File: config.mk
export PLATFORM = sky130hd
export DESIGN_NAME = wb_port_arbiter_flat
export DESIGN_NICKNAME = d
export VERILOG_FILES = /design/src/rtl/wb_port_arbiter_if.sv /design/src/rtl/wb_port_arbiter.sv /design/src/flat_wrapper.sv
export SDC_FILE = /design/constraint.sdc
export NUM_CORES = 1
export LEC_CHECK = 0
export CAP_MARGIN = 20
export CORE_MARGIN = 2
export CORE_UTILIZATION = 45
export DETAILED_ROUTE_END_ITERATION = 10
export GPL_TIMING_DRIVEN = 0
export PLACE_DENSITY = 0.8
export SLEW_MARGIN = 5
export SYNTH_ARGS = -nofsm -noshare
export SYNTH_HDL_FRONTEND = slang
export SYNTH_SLANG_ARGS = --single-unit
File: constraint.sdc
create_clock -name clk -period 3.1 [get_ports clk]
set_input_delay 0.62 -clock clk [delete_from_list [all_inputs] [get_ports clk]]
set_output_delay 0.62 -clock clk [all_outputs]
set_load 0.01 [all_outputs]
File: src/rtl/wb_port_arbiter_if.sv
// Writeback bus between the W stage, the multi-cycle MUL/DIV unit and the register file.
// The master side drives the requests; the arbiter is the slave and drives the register-file port.
interface wb_port_arbiter_if #(
  parameter int XLEN = 32
);
  logic            pipe_we;
  logic [4:0]      pipe_rd;
  logic [XLEN-1:0] pipe_data;
  logic            mdu_valid;
  logic [4:0]      mdu_rd;
  logic [XLEN-1:0] mdu_data;
  logic            mdu_ready;
  logic            rf_we;
  logic [4:0]      rf_rd;
  logic [XLEN-1:0] rf_wd;
  logic            stall_wb;
  logic [31:0]     pending_mask;

  modport master (
    output pipe_we, pipe_rd, pipe_data, mdu_valid, mdu_rd, mdu_data,
    input  mdu_ready, rf_we, rf_rd, rf_wd, stall_wb, pending_mask
  );

  modport slave (
    input  pipe_we, pipe_rd, pipe_data, mdu_valid, mdu_rd, mdu_data,
    output mdu_ready, rf_we, rf_rd, rf_wd, stall_wb, pending_mask
  );
endinterface

File: src/rtl/wb_port_arbiter.sv
// Shares the single register-file write port between the pipeline W stage and buffered MDU results.
// The pipeline normally wins; an MDU result that has waited STARVE_MAX cycles is forced through.
module wb_port_arbiter #(
  parameter int XLEN       = 32,
  parameter int STARVE_MAX = 4
) (
  input logic               clk,
  input logic               reset,
  wb_port_arbiter_if.slave  bus
);
  localparam int SW = $clog2(STARVE_MAX + 1);
  localparam logic [SW-1:0] STARVE_LIM = SW'(STARVE_MAX);

  logic [4:0]      rd_q   [2];
  logic [XLEN-1:0] data_q [2];
  logic [1:0]      valid_q;
  logic            wptr;
  logic            rptr;
  logic [1:0]      count;
  logic [SW-1:0]   starve_cnt;

  logic            nonempty;
  logic            live_pipe;
  logic            force_mdu;
  logic            pop;
  logic            push;
  logic            rf_we_int;
  logic [31:0]     mask;

  // Grant selection; reset gates every output so nothing leaks out while state is being cleared.
  always_comb begin
    nonempty  = (count != 2'd0);
    live_pipe = bus.pipe_we && (bus.pipe_rd != 5'd0);
    force_mdu = nonempty && (starve_cnt == STARVE_LIM);
    pop       = !reset && nonempty && (force_mdu || !live_pipe);
    push      = !reset && bus.mdu_valid && (count < 2'd2) && (bus.mdu_rd != 5'd0);
    rf_we_int = !reset && (pop || live_pipe);
  end

  always_comb begin
    mask = 32'd0;
    for (int i = 0; i < 2; i++) begin
      if (valid_q[i]) begin
        mask[rd_q[i]] = 1'b1;
      end
    end
  end

  assign bus.mdu_ready    = reset || (count < 2'd2);
  assign bus.rf_we        = rf_we_int;
  assign bus.rf_rd        = pop ? rd_q[rptr]   : (rf_we_int ? bus.pipe_rd   : 5'd0);
  assign bus.rf_wd        = pop ? data_q[rptr] : (rf_we_int ? bus.pipe_data : '0);
  assign bus.stall_wb     = !reset && force_mdu && live_pipe;
  assign bus.pending_mask = reset ? 32'd0 : mask;

  always_ff @(posedge clk) begin
    if (reset) begin
      wptr       <= 1'b0;
      rptr       <= 1'b0;
      count      <= 2'd0;
      starve_cnt <= '0;
      valid_q    <= 2'b00;
    end else begin
      // Push and pop never target the same slot: that would need count 0 or 2.
      if (push) begin
        valid_q[wptr] <= 1'b1;
        wptr          <= ~wptr;
      end
      if (pop) begin
        valid_q[rptr] <= 1'b0;
        rptr          <= ~rptr;
      end
      count <= count + {1'b0, push} - {1'b0, pop};
      if (pop || !nonempty) begin
        starve_cnt <= '0;
      end else if (starve_cnt != STARVE_LIM) begin
        starve_cnt <= starve_cnt + 1'b1;
      end
    end
  end

  always_ff @(posedge clk) begin
    if (push) begin
      rd_q[wptr]   <= bus.mdu_rd;
      data_q[wptr] <= bus.mdu_data;
    end
  end
endmodule
File: src/flat_wrapper.sv
// flat-port wrapper written by rule: the top's interface ports become plain ports
module wb_port_arbiter_flat 
#(
  parameter int XLEN       = 32,
  parameter int STARVE_MAX = 4
)
  (clk, reset, bus_pipe_we, bus_pipe_rd, bus_pipe_data, bus_mdu_valid, bus_mdu_rd, bus_mdu_data, bus_mdu_ready, bus_rf_we, bus_rf_rd, bus_rf_wd, bus_stall_wb, bus_pending_mask);
  wb_port_arbiter_if #(.XLEN(XLEN)) bus_i ();
  input logic clk;
  input logic reset;
  input wire logic [$bits(bus_i.pipe_we)-1:0] bus_pipe_we;
  input wire logic [$bits(bus_i.pipe_rd)-1:0] bus_pipe_rd;
  input wire logic [$bits(bus_i.pipe_data)-1:0] bus_pipe_data;
  input wire logic [$bits(bus_i.mdu_valid)-1:0] bus_mdu_valid;
  input wire logic [$bits(bus_i.mdu_rd)-1:0] bus_mdu_rd;
  input wire logic [$bits(bus_i.mdu_data)-1:0] bus_mdu_data;
  output wire logic [$bits(bus_i.mdu_ready)-1:0] bus_mdu_ready;
  output wire logic [$bits(bus_i.rf_we)-1:0] bus_rf_we;
  output wire logic [$bits(bus_i.rf_rd)-1:0] bus_rf_rd;
  output wire logic [$bits(bus_i.rf_wd)-1:0] bus_rf_wd;
  output wire logic [$bits(bus_i.stall_wb)-1:0] bus_stall_wb;
  output wire logic [$bits(bus_i.pending_mask)-1:0] bus_pending_mask;
  assign bus_i.pipe_we = bus_pipe_we;
  assign bus_i.pipe_rd = bus_pipe_rd;
  assign bus_i.pipe_data = bus_pipe_data;
  assign bus_i.mdu_valid = bus_mdu_valid;
  assign bus_i.mdu_rd = bus_mdu_rd;
  assign bus_i.mdu_data = bus_mdu_data;
  assign bus_mdu_ready = bus_i.mdu_ready;
  assign bus_rf_we = bus_i.rf_we;
  assign bus_rf_rd = bus_i.rf_rd;
  assign bus_rf_wd = bus_i.rf_wd;
  assign bus_stall_wb = bus_i.stall_wb;
  assign bus_pending_mask = bus_i.pending_mask;
  wb_port_arbiter #(.XLEN(XLEN), .STARVE_MAX(STARVE_MAX)) u_core (.clk(clk), .reset(reset), .bus(bus_i));
endmodule
==> metrics, run 1 <==
utilization after layout=67.1%; fraction of layout instances using a drive strength above 1=11.6%; height of the die=101 microns; Peak supply drop=0.306 mV; clock latency reported for the late side of the worst-skew pair=0.37 ns; Hold WS=0.449 ns; DRT Wirelength=11,500 microns; internal power consumption=2.01 mW; via count of the first global-routing pass=3,734; Async SR Flop Fraction=0%; overflow left after global routing=0; Worst Setup End Kind=output port; switching part of the total power=31.0%; final non-filler cell area=about 0.0062 sq mm; Iter 0 DRT Violations=approximately 250; max-slew violation total from the final report=0; Die Footprint=around 0.01 sq mm; htree depth=3; pin count of the biggest net entering global routing=39; Final Net Count=~620; xor and xnor area share after synthesis=0.822%; Post-Syn Instances=369; final setup margin=between 0.07 and 0.08 ns; sequential cell fraction of total power=between 40% and 50%; Req. time, crit path=2.48 ns; global-route wire length before repair=18,400 microns; weighted congestion reported at the end of routability-driven placement=0.864; synth warn=0; vias per cell=5.54; number of enable-type register cells in the synthesized netlist=74; number of clock sinks seen by CTS=84; cell types with the largest area share after synthesis=sky130_fd_sc_hd__edfxtp_1 52%, sky130_fd_sc_hd__mux2i_1 8.7%, sky130_fd_sc_hd__o211ai_1 6.5%; kind of launch point of the worst setup path=input port; vias post-DR=approximately 3,600; Period minus WS final=approximately 3.0 ns; area share of fa/ha/maj cells after synthesis=1.17%; average cell area after synthesis=11.6 sq um; ports placed on the boundary=150; multiplexer share of the synthesized area=under 10%; worst slack after detailed placement=-0.627 ns; max_slew headroom=49.0%; worst clock skew=0.0111 ns; Cell variety after synth=38; overall die width=101 microns; sw power=just over 0.9 mW; CTS tree=yes; starting density of the core=a little under half; Setup Viol. Count Final=0; Routed WL per cell=17.7 microns; number of CTS-inserted buffers=9; number of maximum-capacitance violations=0; Top FF cell, synth=sky130_fd_sc_hd__edfxtp_1; CP Max Fanout=6; Post-synth top cells=74 x sky130_fd_sc_hd__edfxtp_1, 46 x sky130_fd_sc_hd__nor2_1, 38 x sky130_fd_sc_hd__o21ai_1; port buffer count=approximately 150; critical path arrival=about 2.4 ns; unrepaired setup endpoints after global routing=yes; pin slew with the least headroom to its limit=between 0.7 and 0.8 ns; status=completed; period utilization=a little over nine tenths; leakage power=~2.1 nW; DRT antenna net count=0; fraction of power consumed by the clock network=between 20 and 25%; synthesis-to-layout area growth=44.7%; Critical Setup Path Class=in2out; worst hold-check path type=reg2reg; # diodes=0; fraction of the mapped netlist area in simple logic gates=10.1%; power share of the combinational group=29.5%; Std-Cell Rows=35; area of the mapped netlist=0.00426 sq mm; part of the Yosys area used for sequential elements=56.8%; Pwr Density=473 mW/mm^2; post-synth top area share=52.1%; Initial DRT Pass Iterations=5; post-synthesis sequential element count=84; fmax=330 MHz; number of remaining DRC errors=0; buffers from clock root to sink, at most=2; clock input transition at the sequential cells of the worst setup and hold paths=0.08 ns; placed wire-length estimate after detailed placement=between 8000 and 9000 microns; number of buffers inserted by hold repair at cts=0; dominant combinational cell family by area after synthesis=compound AO/OA/AOI/OAI gates; dominant cell by count in the synthesized netlist=sky130_fd_sc_hd__edfxtp_1; root cell of the clock tree=sky130_fd_sc_hd__clkbuf_8; number of antenna violations at the first check in global routing=0; Placed Area=roughly 0.006 sq mm; synthesized net count=around 450; hold violation count in the final report=0; leading area contributor after synthesis=sky130_fd_sc_hd__edfxtp_1; synthesized-area fraction occupied by ao, oa, aoi and oai cells=18.3%; area of the core=0.00920 sq mm; GRT Resource Usage Total=23.3%
-- worst max-delay path: stages --
cell and delay, ns:
sky130_fd_sc_hd__clkdlybuf4s50_1 0.46, sky130_fd_sc_hd__nor3_4 0.28, sky130_fd_sc_hd__a221oi_2 0.11, sky130_fd_sc_hd__buf_4 0.17, sky130_fd_sc_hd__buf_4 0.16, sky130_fd_sc_hd__nor4_2 0.22
sky130_fd_sc_hd__a31o_1 0.14, sky130_fd_sc_hd__clkdlybuf4s15_1 0.25
-- power by group through the flow --
stage,Sequential (mW),Clock (mW),Combinational [mW]
2_1_floorplan,1.37,0,0.462
3_3_place_gp,1.37,0,0.850
3_5_place_dp,1.38,0,0.873
4_1_cts,1.35,0.713,0.847
5_1_grt,1.36,0.770,0.939
6_report,1.35,0.708,0.862
-- registers in the layout, indices dropped and copies added, names as in the netlist, named ones only --
register	count
u_core.data_q	64
u_core.rd_q	10
u_core.starve_cnt	3
u_core.count	2
u_core.valid_q	2
u_core.rptr	1
u_core.wptr	1
-- cell usage in the layout, fill, tap and decap left out, types with 4 or more instances in the layout --
cell type and instances:
sky130_fd_sc_hd__buf_2 4, sky130_fd_sc_hd__nand2_1 10, sky130_fd_sc_hd__dlygate4sd2_1 26, sky130_fd_sc_hd__and3b_1 4
sky130_fd_sc_hd__edfxtp_1 74, sky130_fd_sc_hd__and3_1 4, sky130_fd_sc_hd__a22oi_1 32, sky130_fd_sc_hd__clkdlybuf4s15_1 7
sky130_fd_sc_hd__inv_1 7, sky130_fd_sc_hd__clkbuf_1 9, sky130_fd_sc_hd__mux2i_1 37, sky130_fd_sc_hd__clkbuf_2 12
sky130_fd_sc_hd__nor3_1 5, sky130_fd_sc_hd__clkbuf_8 9, sky130_fd_sc_hd__nor2_1 46, sky130_fd_sc_hd__nor3b_1 6
sky130_fd_sc_hd__dfxtp_1 10, sky130_fd_sc_hd__buf_4 13, sky130_fd_sc_hd__ha_1 4, sky130_fd_sc_hd__o21ai_1 38
sky130_fd_sc_hd__o211ai_1 37, sky130_fd_sc_hd__clkdlybuf4s50_1 110
-- final timing paths --
| path | start | endpoint | slack, ns | cells after the start |
|---|---|---|---|---|
| worst max-delay path | bus_pipe_rd[3] | bus_rf_rd[1] | 0.07 | 8 |
| worst min-delay path | u_core.starve_cnt[0] | u_core.starve_cnt[0] | 0.45 | 1 |
| worst max register to register | u_core.starve_cnt[0] | u_core.count[1] | 1.02 | 10 |
| worst min register to register | u_core.starve_cnt[0] | u_core.starve_cnt[0] | 0.45 | 1 |
-- logic make-up (layout without fill, tap and decap cells) --
family                   count (synthesis)  after routing
AO/OA/AOI/OAI                          115            115
AND/OR/NAND/NOR                         85             85
flip-flops                              84             84
buffers and inverters                   40            213
multiplexers                            37             37
adder cells (fa/ha/maj)                  4              4
XOR/XNOR                                 4              4
-- cell type report --
type	count	area (sq um)
multi-input cells	245	1700
clock inverters	7	51.3
fillers	731	3030
clock buffers	9	124
plain buffers	32	185
repair buffers	157	1520
flip-flops and latches	84	2420
inverters	8	30.0
well taps	111	139
-- per-stage QoR --
stage               total power, mW  setup TNS [ns]  std cells
global route                   3.07         -0.0460        653
finish                         2.92               0        653
global placement               2.22          -24.78        629
detailed placement             2.25          -20.26        630
floorplan                      1.83               0        369
CTS                            2.91               0        651
-- routing by layer --
metal	routed length, microns	part of all wire [%]	GRT usage (%)	vias to the layer above
li1	-	-	-	1750
met1	4560	40	26.7	1706
met2	5840	51	40.7	150
met3	1030	8.9	7.73	11
met4	111	0.96	8.63	0
met5	0	0	0	-
-- timing repair --
action,CTS,global route
pin swaps,1,2
buffers inserted,5,1
setup endpoints to repair,69,58
resized for setup,57,27
(Power assumes the default switching activity.)
==> inputs of run 2 (changes only) <==
--- a/config.mk
+++ b/config.mk
@@ -10,7 +10,7 @@
 export CORE_UTILIZATION = 45
 export DETAILED_ROUTE_END_ITERATION = 10
 export GPL_TIMING_DRIVEN = 0
-export PLACE_DENSITY = 0.8
+export PLACE_DENSITY = 0.85
 export SLEW_MARGIN = 5
 export SYNTH_ARGS = -nofsm -noshare
 export SYNTH_HDL_FRONTEND = slang
==> run 2 against run 1 <==
  * Sequential share of layout area fell by 0.25 points
  * Die area unchanged
  * Non-clock buffer count increased by 1
  * Register-to-register slack got worse by 0.14 ns
  * Clock power rose by 19%
  * Largest power group unchanged
  * Final cell count stayed put
  * Utilization is 0.42 points higher
==> metrics, run 2 (synthesized netlist as in run 1, its figures left out) <==
status=completed; via count of the first global-routing pass=between 3,000 and 4,000; number of antenna violations at the first check in global routing=0; Sum Neg Setup Slack=0 ns; Critical Setup Path Class=in2out; Routed WL per cell=17.7 microns; DRT antenna net count=0; number of clock sinks seen by CTS=84; DRT Wirelength=~12,000 microns; CP Max Fanout=10; registers with the highest flip-flop counts=u_core.data_q: 64 flops, u_core.rd_q: 10 flops, u_core.starve_cnt: 3 flops; non-filler instance count after layout=653; pin count of the biggest net entering global routing=39; Std-Cell Rows=35; Pwr Density=490 mW/mm^2; Placed Area=a little under 0.006 sq mm; Top reg by flops=u_core.data_q; hold violation count in the final report=0; height of the die=a little over 100 microns; number of CTS-inserted buffers=9; flip-flop count of the largest register after layout=64; pin slew with the least headroom to its limit=0.765 ns; Req. time, crit path=2.48 ns; final non-filler cell area=0.00621 sq mm; max-slew violation total from the final report=0; worst hold-check path type=reg2reg; ports placed on the boundary=150; port buffer count=149; worst clock skew=about 0.012 ns; overflow left after global routing=0; number of buffers inserted by hold repair at cts=0; htree depth=3; overall die width=101 microns; area of the core=0.00920 sq mm; buffers from clock root to sink, at most=2; utilization after layout=67.5%; fmax=about 330 MHz; Peak supply drop=0.357 mV; weighted congestion reported at the end of routability-driven placement=around 0.84; root cell of the clock tree=sky130_fd_sc_hd__clkbuf_8; Die Footprint=between 0.01 and 0.015 sq mm; number of remaining DRC errors=0; CTS tree=yes; critical path arrival=between 2 and 2.5 ns; kind of launch point of the worst setup path=input port; number of maximum-capacitance violations=0; vias post-DR=3,712; period utilization=97.4%; vias per cell=between 5 and 6; highest-count cells in the layout ignoring fill and taps=106 x sky130_fd_sc_hd__clkdlybuf4s50_1, 74 x sky130_fd_sc_hd__edfxtp_1, 45 x sky130_fd_sc_hd__nor2_1; global-route wire length before repair=18,200 microns; cell total after placement=630; Final Net Count=620; synthesis-to-layout area growth=45.6%; clock input transition at the sequential cells of the worst setup and hold paths=0.07 ns; GRT Resource Usage Total=between 20% and 30%; Initial DRT Pass Iterations=5; placed wire-length estimate after detailed placement=8250 microns; Worst Setup End Kind=output port; clock latency reported for the late side of the worst-skew pair=0.35 ns; Period minus WS final=roughly 3.0 ns; Iter 0 DRT Violations=237; fraction of layout instances using a drive strength above 1=11.8%; max_slew headroom=49.0%; Setup Viol. Count Final=0; number of inserted filler cells in the final layout=between 600 and 700; # diodes=0; starting density of the core=46.4%; most common cell after layout, fill and taps aside=sky130_fd_sc_hd__clkdlybuf4s50_1; leakage power=2.19 nW
## run 2: repair_timing
action | in CTS | in global routing
endpoints found under the setup margin | 69 | 31
pin swaps | 3 | 2
gates resized for setup | 65 | 25
setup buffers | 6 | 1
## run 2: final cells by class
type / instances / area, sq um / share of cell area [%]
timing repair buffer: 158 / 1520 / 24.5
sequential: 84 / 2420 / 39.0
inverter: 8 / 30.0 / 0.484
multi-input combinational: 245 / 1700 / 27.4
clock buffer: 9 / 124 / 2.00
clock inverter: 6 / 87.6 / 1.41
buffer: 32 / 181 / 2.92
tap: 111 / 139 / 2.24
## run 2: worst max-delay path, cell delays in order
cell and delay, ns:
sky130_fd_sc_hd__clkdlybuf4s50_1 0.53, sky130_fd_sc_hd__nor3_1 0.09, sky130_fd_sc_hd__a311oi_2 0.28, sky130_fd_sc_hd__clkbuf_2 0.28
sky130_fd_sc_hd__clkdlybuf4s50_1 0.58
## run 2: routing by layer
metal | routed length (microns) | vias to the layer above | GRT usage [%]
li1 | - | 1759 | -
met1 | 4590 | 1725 | 26.9
met5 | 0 | - | 0
met2 | 5770 | 203 | 40.3
met3 | 1010 | 25 | 5.94
met4 | 221 | 0 | 8.11
## run 2: power by group
part           leakage [nW]  internal, mW  switching, mW
clock network         0.109         0.451          0.388
logic                  1.32         0.400          0.455
registers             0.760          1.31         0.0363
## run 2: path summary, 6_finish.rpt
path	start	to	slack, ns	cells past startpoint
worst max-delay path	bus_pipe_we	bus_rf_we	0.08	5
worst min-delay path	u_core.starve_cnt[0]	u_core.starve_cnt[0]	0.46	1
worst max register to register	u_core.starve_cnt[0]	u_core.count[1]	0.88	11
worst min register to register	u_core.starve_cnt[0]	u_core.starve_cnt[0]	0.46	1
## run 2: stage by stage
stage / total power, mW / setup slack (ns) / hold slack (ns)
after floorplan: 1.83 / 0.737 / 0.417
after global placement: 2.22 / -0.560 / 0.427
after detailed placement: 2.24 / -0.595 / 0.446
after CTS: 3.05 / 0.00451 / 0.457
after global routing: 3.18 / -0.000217 / 0.504
final: 3.04 / 0.0797 / 0.457
